`src/rtl/wt_mem_arbiter.sv`:
```
// Arbitrates I$ and D$ requests onto one memory adapter channel through a one-entry slot,
// tracking per-source outstanding credits and routing return strobes to the owning cache.
module wt_mem_arbiter #(
  parameter int IReqWidth      = 64,
  parameter int DReqWidth      = 128,
  parameter int PayloadWidth   = 128,
  parameter int MaxOutstanding = 4,
  parameter int StarveLimit    = 3
) (
  input  logic                    clk_i,
  input  logic                    rst_ni,
  input  logic                    icache_req_i,
  input  logic [IReqWidth-1:0]    icache_data_i,
  output logic                    icache_ack_o,
  input  logic                    dcache_req_i,
  input  logic [DReqWidth-1:0]    dcache_data_i,
  output logic                    dcache_ack_o,
  output logic                    mem_valid_o,
  input  logic                    mem_ready_i,
  output logic                    mem_src_o,
  output logic [PayloadWidth-1:0] mem_data_o,
  input  logic                    rtrn_valid_i,
  input  logic                    rtrn_src_i,
  input  logic                    rtrn_last_i,
  output logic                    icache_rtrn_vld_o,
  output logic                    dcache_rtrn_vld_o,
  input  logic                    drain_i,
  output logic                    drained_o,
  output logic [3:0]              i_outstanding_o,
  output logic [3:0]              d_outstanding_o,
  output logic                    err_o
);

  localparam logic [3:0] MAX_OUT    = 4'(MaxOutstanding);
  localparam logic [3:0] STARVE_MAX = 4'(StarveLimit);

  typedef enum logic {EMPTY, FULL} slot_e;

  slot_e                   state, state_next;
  logic [PayloadWidth-1:0] slot_data;
  logic                    slot_src;
  logic [3:0]              i_cnt, d_cnt, starve, starve_next;
  logic                    err;
  logic                    can_grant, i_elig, d_elig, i_win, d_win, grant;
  logic                    i_dec, d_dec;

  function automatic logic [PayloadWidth-1:0] zext_i(input logic [IReqWidth-1:0] d);
    logic [PayloadWidth-1:0] r;
    r = '0;
    r[IReqWidth-1:0] = d;
    return r;
  endfunction

  function automatic logic [PayloadWidth-1:0] zext_d(input logic [DReqWidth-1:0] d);
    logic [PayloadWidth-1:0] r;
    r = '0;
    r[DReqWidth-1:0] = d;
    return r;
  endfunction

  // A decrement at zero is an underflow: it is dropped (and flagged separately).
  function automatic logic [3:0] credit_next(input logic [3:0] cnt, input logic inc,
                                             input logic dec);
    logic dec_ok;
    dec_ok = dec && (cnt != 4'd0);
    case ({inc, dec_ok})
      2'b10:   return cnt + 4'd1;
      2'b01:   return cnt - 4'd1;
      default: return cnt;
    endcase
  endfunction

  // Grant stage: reset gating keeps acks silent while rst_ni is low.
  assign can_grant = rst_ni && !drain_i && ((state == EMPTY) || mem_ready_i);
  assign i_elig    = icache_req_i && (i_cnt < MAX_OUT) && can_grant;
  assign d_elig    = dcache_req_i && (d_cnt < MAX_OUT) && can_grant;
  assign i_win     = i_elig && (!d_elig || (starve == STARVE_MAX));
  assign d_win     = d_elig && !i_win;
  assign grant     = i_win || d_win;

  assign i_dec = rtrn_valid_i && rtrn_last_i && !rtrn_src_i;
  assign d_dec = rtrn_valid_i && rtrn_last_i && rtrn_src_i;

  always_comb begin
    state_next = state;
    if (grant)
      state_next = FULL;
    else if ((state == FULL) && mem_ready_i)
      state_next = EMPTY;
  end

  always_comb begin
    starve_next = starve;
    if (i_win || !icache_req_i)
      starve_next = 4'd0;
    else if (d_win && i_elig && (starve != STARVE_MAX))
      starve_next = starve + 4'd1;
  end

  // Slot / credit register stage.
  always_ff @(posedge clk_i or negedge rst_ni) begin
    if (!rst_ni) begin
      state     <= EMPTY;
      slot_data <= '0;
      slot_src  <= 1'b0;
      i_cnt     <= 4'd0;
      d_cnt     <= 4'd0;
      starve    <= 4'd0;
      err       <= 1'b0;
    end else begin
      state  <= state_next;
      if (grant) begin
        slot_src  <= d_win;
        slot_data <= d_win ? zext_d(dcache_data_i) : zext_i(icache_data_i);
      end
      i_cnt  <= credit_next(i_cnt, i_win, i_dec);
      d_cnt  <= credit_next(d_cnt, d_win, d_dec);
      starve <= starve_next;
      err    <= err || (i_dec && (i_cnt == 4'd0)) || (d_dec && (d_cnt == 4'd0));
    end
  end

  assign icache_ack_o      = i_win;
  assign dcache_ack_o      = d_win;
  assign mem_valid_o       = (state == FULL);
  assign mem_src_o         = slot_src;
  assign mem_data_o        = slot_data;
  assign icache_rtrn_vld_o = rtrn_valid_i && !rtrn_src_i;
  assign dcache_rtrn_vld_o = rtrn_valid_i && rtrn_src_i;
  assign drained_o         = drain_i && (state == EMPTY) && (i_cnt == 4'd0) && (d_cnt == 4'd0);
  assign i_outstanding_o   = i_cnt;
  assign d_outstanding_o   = d_cnt;
  assign err_o             = err;

endmodule

```
`config.mk`:
```
export PLATFORM = sky130hd
export DESIGN_NAME = wt_mem_arbiter
export DESIGN_NICKNAME = d
export VERILOG_FILES = /design/src/rtl/wt_mem_arbiter.sv
export SDC_FILE = /design/constraint.sdc
export NUM_CORES = 1
export LEC_CHECK = 0
export CAP_MARGIN = 40
export CORE_ASPECT_RATIO = 1.1
export CORE_MARGIN = 4
export CORE_UTILIZATION = 30
export CTS_BUF_LIST = sky130_fd_sc_hd__clkbuf_8 sky130_fd_sc_hd__clkbuf_16
export DETAILED_ROUTE_END_ITERATION = 6
export PLACE_DENSITY = 0.66
export SLEW_MARGIN = 20
export SYNTH_ARGS = -nofsm -noshare
export SYNTH_HDL_FRONTEND = slang
export SYNTH_SLANG_ARGS = --single-unit
export TNS_END_PERCENT = 20
```
`constraint.sdc`:
```
create_clock -name clk_i -period 3.15 [get_ports clk_i]
set_input_delay 0.63 -clock clk_i [delete_from_list [all_inputs] [get_ports clk_i]]
set_output_delay 0.63 -clock clk_i [all_outputs]
set_load 0.005 [all_outputs]
```
==> results, run 1 <==
- The fraction of the yosys area taken by sequential cells is 61.09%.
- Summed over its instances, the top area cell type makes up 61.09% of the synthesized netlist area.
- Counting along the longest clock path gives a buffer depth of 2.
- In this run the core area contains 53 standard-cell rows.
- The kind of cell with the highest combined delay along the critical path is buffers and inverters.
- The post-synthesis register bit count is 143.
- The critical path contains buffers and inverters numbering 3 combined.
- Summed over all cells, the static leakage comes to about 4.7 nW.
- The count of placed standard cells including taps is 1021.
- The peak supply drop is 0.3517 mV.
- The net count of the mapped netlist is 658.
- The layout-stage area growth over the synthesis result is 75.89%.
- The count of cells in the finished layout, fillers not included, comes to approximately 1100.
- Clock tree synthesis selected as its root buffer the cell clkbuf_16.
- The cell area after placement is 9540 sq um.
- The worst-case register-to-register setup slack is 210 ps.
- The final worst clock skew is 10.00 ps.
- The total of buffers placed on input and output ports is 344.
- The height of the chip is 154.6 um.
- Yosys printed 0 warnings.
- Setup repair after global routing left no endpoint under its margin.
- Synthesis produced a netlist whose cell count is between 400 and 500.
- By area the synthesized netlist is led by dfrtp_1 (61%), a222oi_1 (11%), a22o_1 (9.6%), inv_1 (4.3%), buf_6 (1.5%).
- For this block, the routed nets add up to 20290 um of wire.
- STA puts the critical path data arrival time at 2470 ps.
- The final-report setup violation count is 0.
- The detailed-routing iteration count for the pre-antenna-repair pass is 7.
- The post-synthesis async set-or-reset flop share is 100.0%.
- The arithmetic-cell share of the synthesized area counting full adders, half adders and majority gates is around 1.5%.
- The total of max-cap violations is 0.
- The overall via count from detail_route is roughly 5400.
- The floorplan step defined a die boundary enclosing 21830 sq um.
- TritonCTS built the clock tree.
- Counting distinct cell types in the post-synthesis netlist gives 44.
- The most instantiated flip-flop cell in the synthesis netlist is dfrtp_1.
- The run finished with clean final reports.
- The first routing iteration left 583 violations.
- Buffers inserted during clock tree synthesis total 17.
- The maximum number of pins on one net before global-route repair is 74.
- At the end of routability-driven placement, the weighted congestion stood at between 0.8 and 0.9.
- The mapped cell area is approximately 5900 sq um.
- Data on the critical path is required at its endpoint by 2520 ps.
- The minimum setup slack after placement is -54.77 ps.
- The repair_antennas step left the layout with diodes totalling 0.
- The later pin in the worst-skew pair is clocked with a latency of 410 ps.
- The area of the placeable core is 19160 sq um.
- The count of nets left with antenna violations once routing finished came out at 0.
- For this run, the slowest stage of the critical path takes 490 ps.
- Summing the areas of all compound-gate instances in the mapped netlist gives 23.20% of the synthesized area.
- After layout, the minimum clock period comes to 3097 ps.
- After global routing the overflow that remains totals 0.
- The number of antenna violations at the first check in global routing is 0.
- Hold timing on the final database bottoms out at a slack of 59.20 ps.
- The initial utilization of the core area, before any placement, comes to 30.57%.
- The critical path crosses 5 cells after its start point.
- The post-synthesis xor/xnor area fraction is 1.495%.
- The worst register-to-register path begins at starve[0].
- The floorplan step set the die width to about 140 um.
- Registers are responsible for 36.5% of the overall power.
- The critical path startpoint is icache_req_i.
- The kind of start point of the critical path is an input pin.
- The clock slew seen by the registers of the worst setup and hold paths is 60 ps.
- The peak clock frequency supported by timing is 322.9 MHz.
- The critical path goes through clkdlybuf4s50_1, or3b_1, buf_4, o2111a_4, clkdlybuf4s50_1.
- The fraction of layout cells with a size suffix above 1 is 7.626%.
- The power share of the combinational group is 37.7%.
- The final HPWL from detailed placement is 14860 um.
- After detailed routing, the number of remaining DRC violations is 0.
- The synthesized design spends more area on one cell type than any other, namely dfrtp_1.
- Summing the areas of all and, or, nand and nor instances in the mapped netlist gives 4.165% of the synthesized area.
- In this run the power density over the cells is 832.3 nW/um^2.
- The switching share of power is 27.75%.
- After detailed routing, the average wire length per cell comes to between 15 and 20 um.
- The most used cell along the critical path is clkdlybuf4s50_1.
- The tightest min-delay check is of the in -> async type.
- The tightest slew margin relative to the limit is about half.
- The end point of the critical path is dcache_ack_o.
- The net count of the finished layout is 1009.
- Of all nets on the critical path, the largest fanout is 4.
- The number of synthesized flops with an enable pin is 0.
- The total track usage is 18.07%.
- The final critical path takes up 98.31% of the cycle.
- The clock network accounts for 25.7% of the total power.
- The worst setup path is captured at a primary output.
- The largest family of logic cells by synthesized area is compound AO/OA/AOI/OAI gates.
- The via count of the first global-routing pass was around 5600.
- The H-tree depth is 4.
- The mux share of post-synthesis cell area is 0.5553%.
- Once layout is done, the placed cells without fillers occupy approximately 10000 sq um.
- The count of final hold-check violations is 0.
- The reg-to-reg endpoint is i_outstanding_o[3].
- Cell internal power was estimated by the tool at 6.196 mW.
- The kind of critical path is in -> out.
- The count of pins over their slew limit was 0.
- The CTS sink count is ~140.
- Setup slack on the critical path of the routed design comes to approximately 53 ps.
- The net load switching power is 2.380 mW.
- The cell depth of the worst flop-to-flop path is 12.
- After detailed routing, the number of vias per cell comes to 5.077.
- The cell with the biggest individual delay on the critical path is clkdlybuf4s50_1.
- 345 I/O pins were placed.
- The first-pass GRT wire length is just over 30000 um.
- At the pin with the least slew margin, the transition time is about 740 ps.
- The mean post-synth cell area is 13.02 sq um.
-- logic make-up (layout without fill, tap and decap cells) --
kind of cell,Yosys count,after routing
and+or+nand+nor,39,39
xor gates and xnor gates,10,10
muxes,3,3
adders and majority gates,7,7
DFF,143,143
AOI/OAI and AO/OA,146,146
buffers and inverters,102,465
-- per-stage QoR --
stage / TNS (ps) / power, mW / utilization, %
floorplan: 0 / 4.187 / -
global placement: -24.67 / 6.333 / 49.78
detailed placement: -137.7 / 6.401 / 49.78
CTS: 0 / 8.691 / 53.29
global route: 0 / 9.087 / 53.76
finish: 0 / 8.576 / 53.76
-- metal layers --
layer	global-route usage, %	up-vias	routed length [um]
li1	-	2423	-
met4	7.199	0	666
met3	5.937	45	1699
met1	21.10	2658	7488
met5	0	-	0
met2	30.65	256	10430
-- worst min path at each step --
| stage | slack (ps) | depth (start not counted) | end | startpoint |
|---|---|---|---|---|
| floorplan | 330 | 0 | d_outstanding_o[0] | rst_ni |
| global placement | 480 | 2 | mem_src_o | mem_src_o |
| detailed placement | 480 | 2 | mem_src_o | mem_src_o |
| CTS | 50 | 1 | i_outstanding_o[0] | rst_ni |
| global route | 60 | 1 | i_outstanding_o[0] | rst_ni |
| finish | 60 | 1 | i_outstanding_o[2] | rst_ni |
-- cell type report --
class	count	area, sq um
Clock buffer	20	466.7
Clock inverter	11	188.9
Fill cell	1630	8861
Inverter	67	251.5
Multi-Input combinational cell	205	1824
Sequential cell	143	3578
Tap cell	247	309.0
Timing Repair Buffer	367	3685
-- power by group through the flow --
stage	Sequential (mW)	Combinational, mW	Clock [mW]
CTS	3.13	3.29	2.27
global placement	3.11	3.22	0
finish	3.13	3.24	2.21
global route	3.23	3.50	2.36
floorplan	3.12	1.07	0
detailed placement	3.13	3.27	0
-- worst reg2reg max path: cells and delay by family, from the launching register on --
| kind | cells | cell delay (ps) |
|---|---|---|
| buf+inv | 4 | 440 |
| simple gates | 2 | 730 |
| flops | 1 | 410 |
| fa+ha+maj | 2 | 530 |
| compound gates | 3 | 580 |
| xor+xnor | 1 | 180 |
-- sequential cells by signal, indices dropped and copies added, names as in the netlist --
signal / count
mem_valid_o: 1
err_o: 1
mem_src_o: 1
i_outstanding_o: 4
starve: 4
d_outstanding_o: 4
mem_data_o: 128
-- cell usage in the layout (no fill, tap or decap), types with 2 or more instances in the layout --
master           Yosys  routed
clkbuf_16            0      17
mux2_2               2       2
nor3_1               2       2
nor2_1               5       5
a222oi_1            64      64
clkbuf_8             0       3
buf_16               0       2
a31o_2               2       2
clkdlybuf4s50_1      0     342
xor2_1               8       8
a32o_1               2       2
nand2b_1             3       3
bufinv_16            0       5
a41oi_1              2       2
a22o_1              64      64
nand2_1              5       5
inv_1               67      69
buf_4                5      19
a21oi_1              3       3
xnor2_1              2       2
nand3_1              4       4
buf_12               0       2
and2_1               3       3
dfrtp_1            143     143
nor3b_1              2       2
nor2b_1              4       4
clkinv_4             0       3
ha_1                 7       6
o21ai_0              2       2
-- timing repair --
action | CTS | global route
buffers inserted | 2 | 4
gates resized for setup | 1 | 2
hold buffers | 0 | 0
pin swaps | 1 | 2
endpoints found under the setup margin | 1 | 1
-- Yosys cell counts, drive strengths merged (2+ instances only) --
| master | n |
|---|---|
| nand2b | 3 |
| mux2 | 2 |
| or3b | 2 |
| xor2 | 8 |
| a31o | 2 |
| dfrtp | 143 |
| xnor2 | 2 |
| a22o | 64 |
| and2 | 3 |
| a222oi | 64 |
| nand2 | 5 |
| clkbuf | 12 |
| ha | 7 |
| nor3 | 2 |
| a32o | 2 |
| a41oi | 2 |
| o21ai | 2 |
| nor3b | 3 |
| inv | 67 |
| nor2 | 5 |
| nand3 | 4 |
| a21oi | 3 |
| buf | 23 |
| nor2b | 4 |
Power figures use the tool's default switching activity.
==> run 2, diff against run 1 <==
==> constraint.sdc (replaced) <==
create_clock -name clk_i -period 4 [get_ports clk_i]
set_input_delay 0.8 -clock clk_i [delete_from_list [all_inputs] [get_ports clk_i]]
set_output_delay 0.8 -clock clk_i [all_outputs]
set_load 0.005 [all_outputs]
==> results, run 2 (synthesis gave the netlist of run 1 again) <==
- The hold buffer count at CTS is 0 (unchanged).
- The maximum fanout encountered on the critical timing path is 7 (was 4).
- The total track usage came to 18.47% (was 18.07%).
- The count of final hold-check violations is 0 (unchanged).
- The H-tree depth is 4 (unchanged).
- Most frequent cells in the layout: clkdlybuf4s50_1 (343), dfrtp_1 (143), inv_1 (68), a222oi_1 (64), a22o_1 (64) (was clkdlybuf4s50_1 (342), dfrtp_1 (143), inv_1 (69), a222oi_1 (64), a22o_1 (64)).
- Status: finished with violations (was finished clean).
- The maximum number of pins on one net before global-route repair is 72 (was 74).
- The count of buffers added by post-CTS timing repair for setup came to 0 (was 2).
- The layout-stage area growth over the synthesis result is 71.55% (was 75.89%).
- The sum of negative setup slack is 0 ps (unchanged).
- The total of max-cap violations is 0 (unchanged).
- The average wire length per cell after detail routing is 19.83 um (was 19.14 um).
- The number of antenna violations at the first check in global routing was 0 (unchanged).
- The required time of the worst setup path is 3200 ps (was 2520 ps).
- The chip width was 141.2 um (unchanged).
- The final HPWL from detailed placement was 15020 um (was 14860 um).
- The overall via count from detail_route is 5328 (was 5382).
- The TritonCTS buffer count is 17 (unchanged).
- The post-cts resize count came to 0 (was 1).
- The number of violations reported at the end of detailed-routing iteration 0 is 518 (was 583).
- The post-route DRC violation count came to 2 (was 0).
- The total number of placement rows is 53 (unchanged).
- In the finished design, the share of the clock period the worst path needs comes to 94.43%.
- The leakage power total came to 4.507 nW (was 4.681 nW).
- The final reports fail on DRC.
- The number of flip-flops in the largest register was 128 (unchanged).
- The overall power consumption is 6.460 mW (was 8.576 mW).
- The multi-input logic area was 1819 sq um (was 1824 sq um).
- The starting density of the core came to 30.57% (unchanged).
- The peak supply drop came to 0.2896 mV (was 0.3517 mV).
- The startpoint of the lowest-slack register-to-register path is starve[0] (unchanged).
- The top-level port count was 345 (unchanged).
- The power per standard cell area was 642.8 nW/um^2 (was 832.3 nW/um^2).
- The most common cell after layout, fill and taps aside is clkdlybuf4s50_1 (unchanged).
- The tightest slew margin relative to the limit came to 48.13% (was 50.69%).
- The maximum clock insertion buffer count came to 2 (unchanged).
- The most used cell along the critical path is clkdlybuf4s50_1 (unchanged).
- The kind of critical path was in -> out (unchanged).
- The via count of the first global-routing pass came to 5675 (was 5608).
- The detailed-routing iteration count for the pre-antenna-repair pass is 7 (unchanged).
- The floorplan die area is 21830 sq um (unchanged).
- The number of inserted filler cells in the final layout is 1662 (was 1630).
- The reg-to-reg endpoint is i_outstanding_o[2] (was i_outstanding_o[3]).
- Timing would allow up to 264.8 MHz.
- The overall routed net length came to 20750 um (was 20290 um).
- The CTS sink count is 143 (unchanged).
- The via count normalized by instance count is 5.094 (was 5.077).
- The longest individual stage delay on the worst path is 630 ps (was 490 ps).
- The number of routed nets with antenna violations is 0 (unchanged).
- The worst-case register-to-register setup slack is 710 ps (was 210 ps).
- The total congestion overflow is 0 (unchanged).
- The final weighted congestion of routability-driven global placement is 0.8364 (was 0.8358).
- Cell Chain, Critical Path: clkdlybuf4s50_1, or3b_1, a2111oi_4, clkdlybuf4s50_1 (was clkdlybuf4s50_1, or3b_1, buf_4, o2111a_4, clkdlybuf4s50_1).
- The data arrival time at the worst-slack endpoint is 2980 ps (was 2470 ps).
- The register area is 3578 sq um (unchanged).
- The clock latency reported for the late side of the worst-skew pair is 420 ps (was 410 ps).
- Unrepaired setup endpoints after global routing: no (unchanged).
- The final-report setup violation count is 0 (unchanged).
- The fraction of layout cells with a size suffix above 1 is 5.882% (was 7.626%).
- The final net count came to 995 (was 1009).
- The clock period minus worst slack is about 3800 ps.
- The first-pass GRT wire length is 31860 um (was 31140 um).
- The kind of start point of the critical path is an input pin (unchanged).
- The cell depth of the worst flop-to-flop path was 11 (was 12).
- The count of pins over their slew limit is 0 (unchanged).
- The number of antenna diodes is 0 (unchanged).
- The TritonCTS clock tree is yes (unchanged).
- The height of the chip is 154.6 um (unchanged).
- The worst-margin pin slew came to 778.0 ps (was 739.7 ps).
- The buffer type at the clock tree root is clkbuf_16 (unchanged).
- The cell with the biggest individual delay on the critical path is clkdlybuf4s50_1 (unchanged).
- The area of the placeable core came to 19160 sq um (unchanged).
- The final worst clock skew came to 13.17 ps (was 10.00 ps).
- The endpoint kind of the worst setup timing path is a primary output (unchanged).
- The total of buffers placed on input and output ports is 344 (unchanged).
- The worst min-delay path category is in -> async (unchanged).
- The clock slew seen by the registers of the worst setup and hold paths is 60 ps (about the same).
-- run 2: area by class of cell --
cell class | count | share of cell area, %
sequential | 143 | 35.61
timing repair buffer | 353 | 35.35
multi-input combinational | 205 | 18.10
clock buffer | 19 | 4.507
tap | 247 | 3.075
inverter | 67 | 2.502
clock inverter | 12 | 0.8591
-- run 2: per-stage QoR --
step	hold WS, ps	instances	worst slack [ps]	area, sq um	util [%]
after CTS	142.2	1045	210.7	10020	52.29
after global routing	146.7	1046	167.2	10050	52.44
final	170.0	1046	223.0	10050	52.44
after global placement	475.6	1013	286.5	9455	49.34
after floorplan	466.3	450	1050	5858	-
after detailed placement	481.0	1014	129.6	9483	49.48
-- run 2: power by group --
part           internal [mW]  switching [mW]
Combinational           1.67           0.866
Clock                  0.824           0.639
Sequential              2.04           0.427
Total                   4.53            1.93
-- run 2: worst max-delay path, delay by kind of cell --
family / cells / cell delay [ps]
AOI/OAI and AO/OA: 1 / 530
buffers and inverters: 2 / 1200
and+or+nand+nor: 1 / 450
-- run 2: metal layers --
metal / part of all wire [%] / GRT usage [%] / routed length (um)
met1: 37 / 21.03 / 7627
met2: 53 / 32.49 / 10970
met3: 8.5 / 6.370 / 1757
met4: 1.9 / 5.768 / 387
met5: 0 / 0 / 0
-- run 2: worst max-delay path by stage --
stage	start	end	slack (ps)	cells after the start
2_1_floorplan	icache_req_i	d_outstanding_o[2]	1050	12
3_3_place_gp	icache_req_i	i_outstanding_o[2]	290	11
3_5_place_dp	icache_req_i	i_outstanding_o[2]	130	11
4_1_cts	icache_req_i	icache_ack_o	210	4
5_1_grt	icache_req_i	icache_ack_o	170	4
6_report	icache_req_i	icache_ack_o	220	4
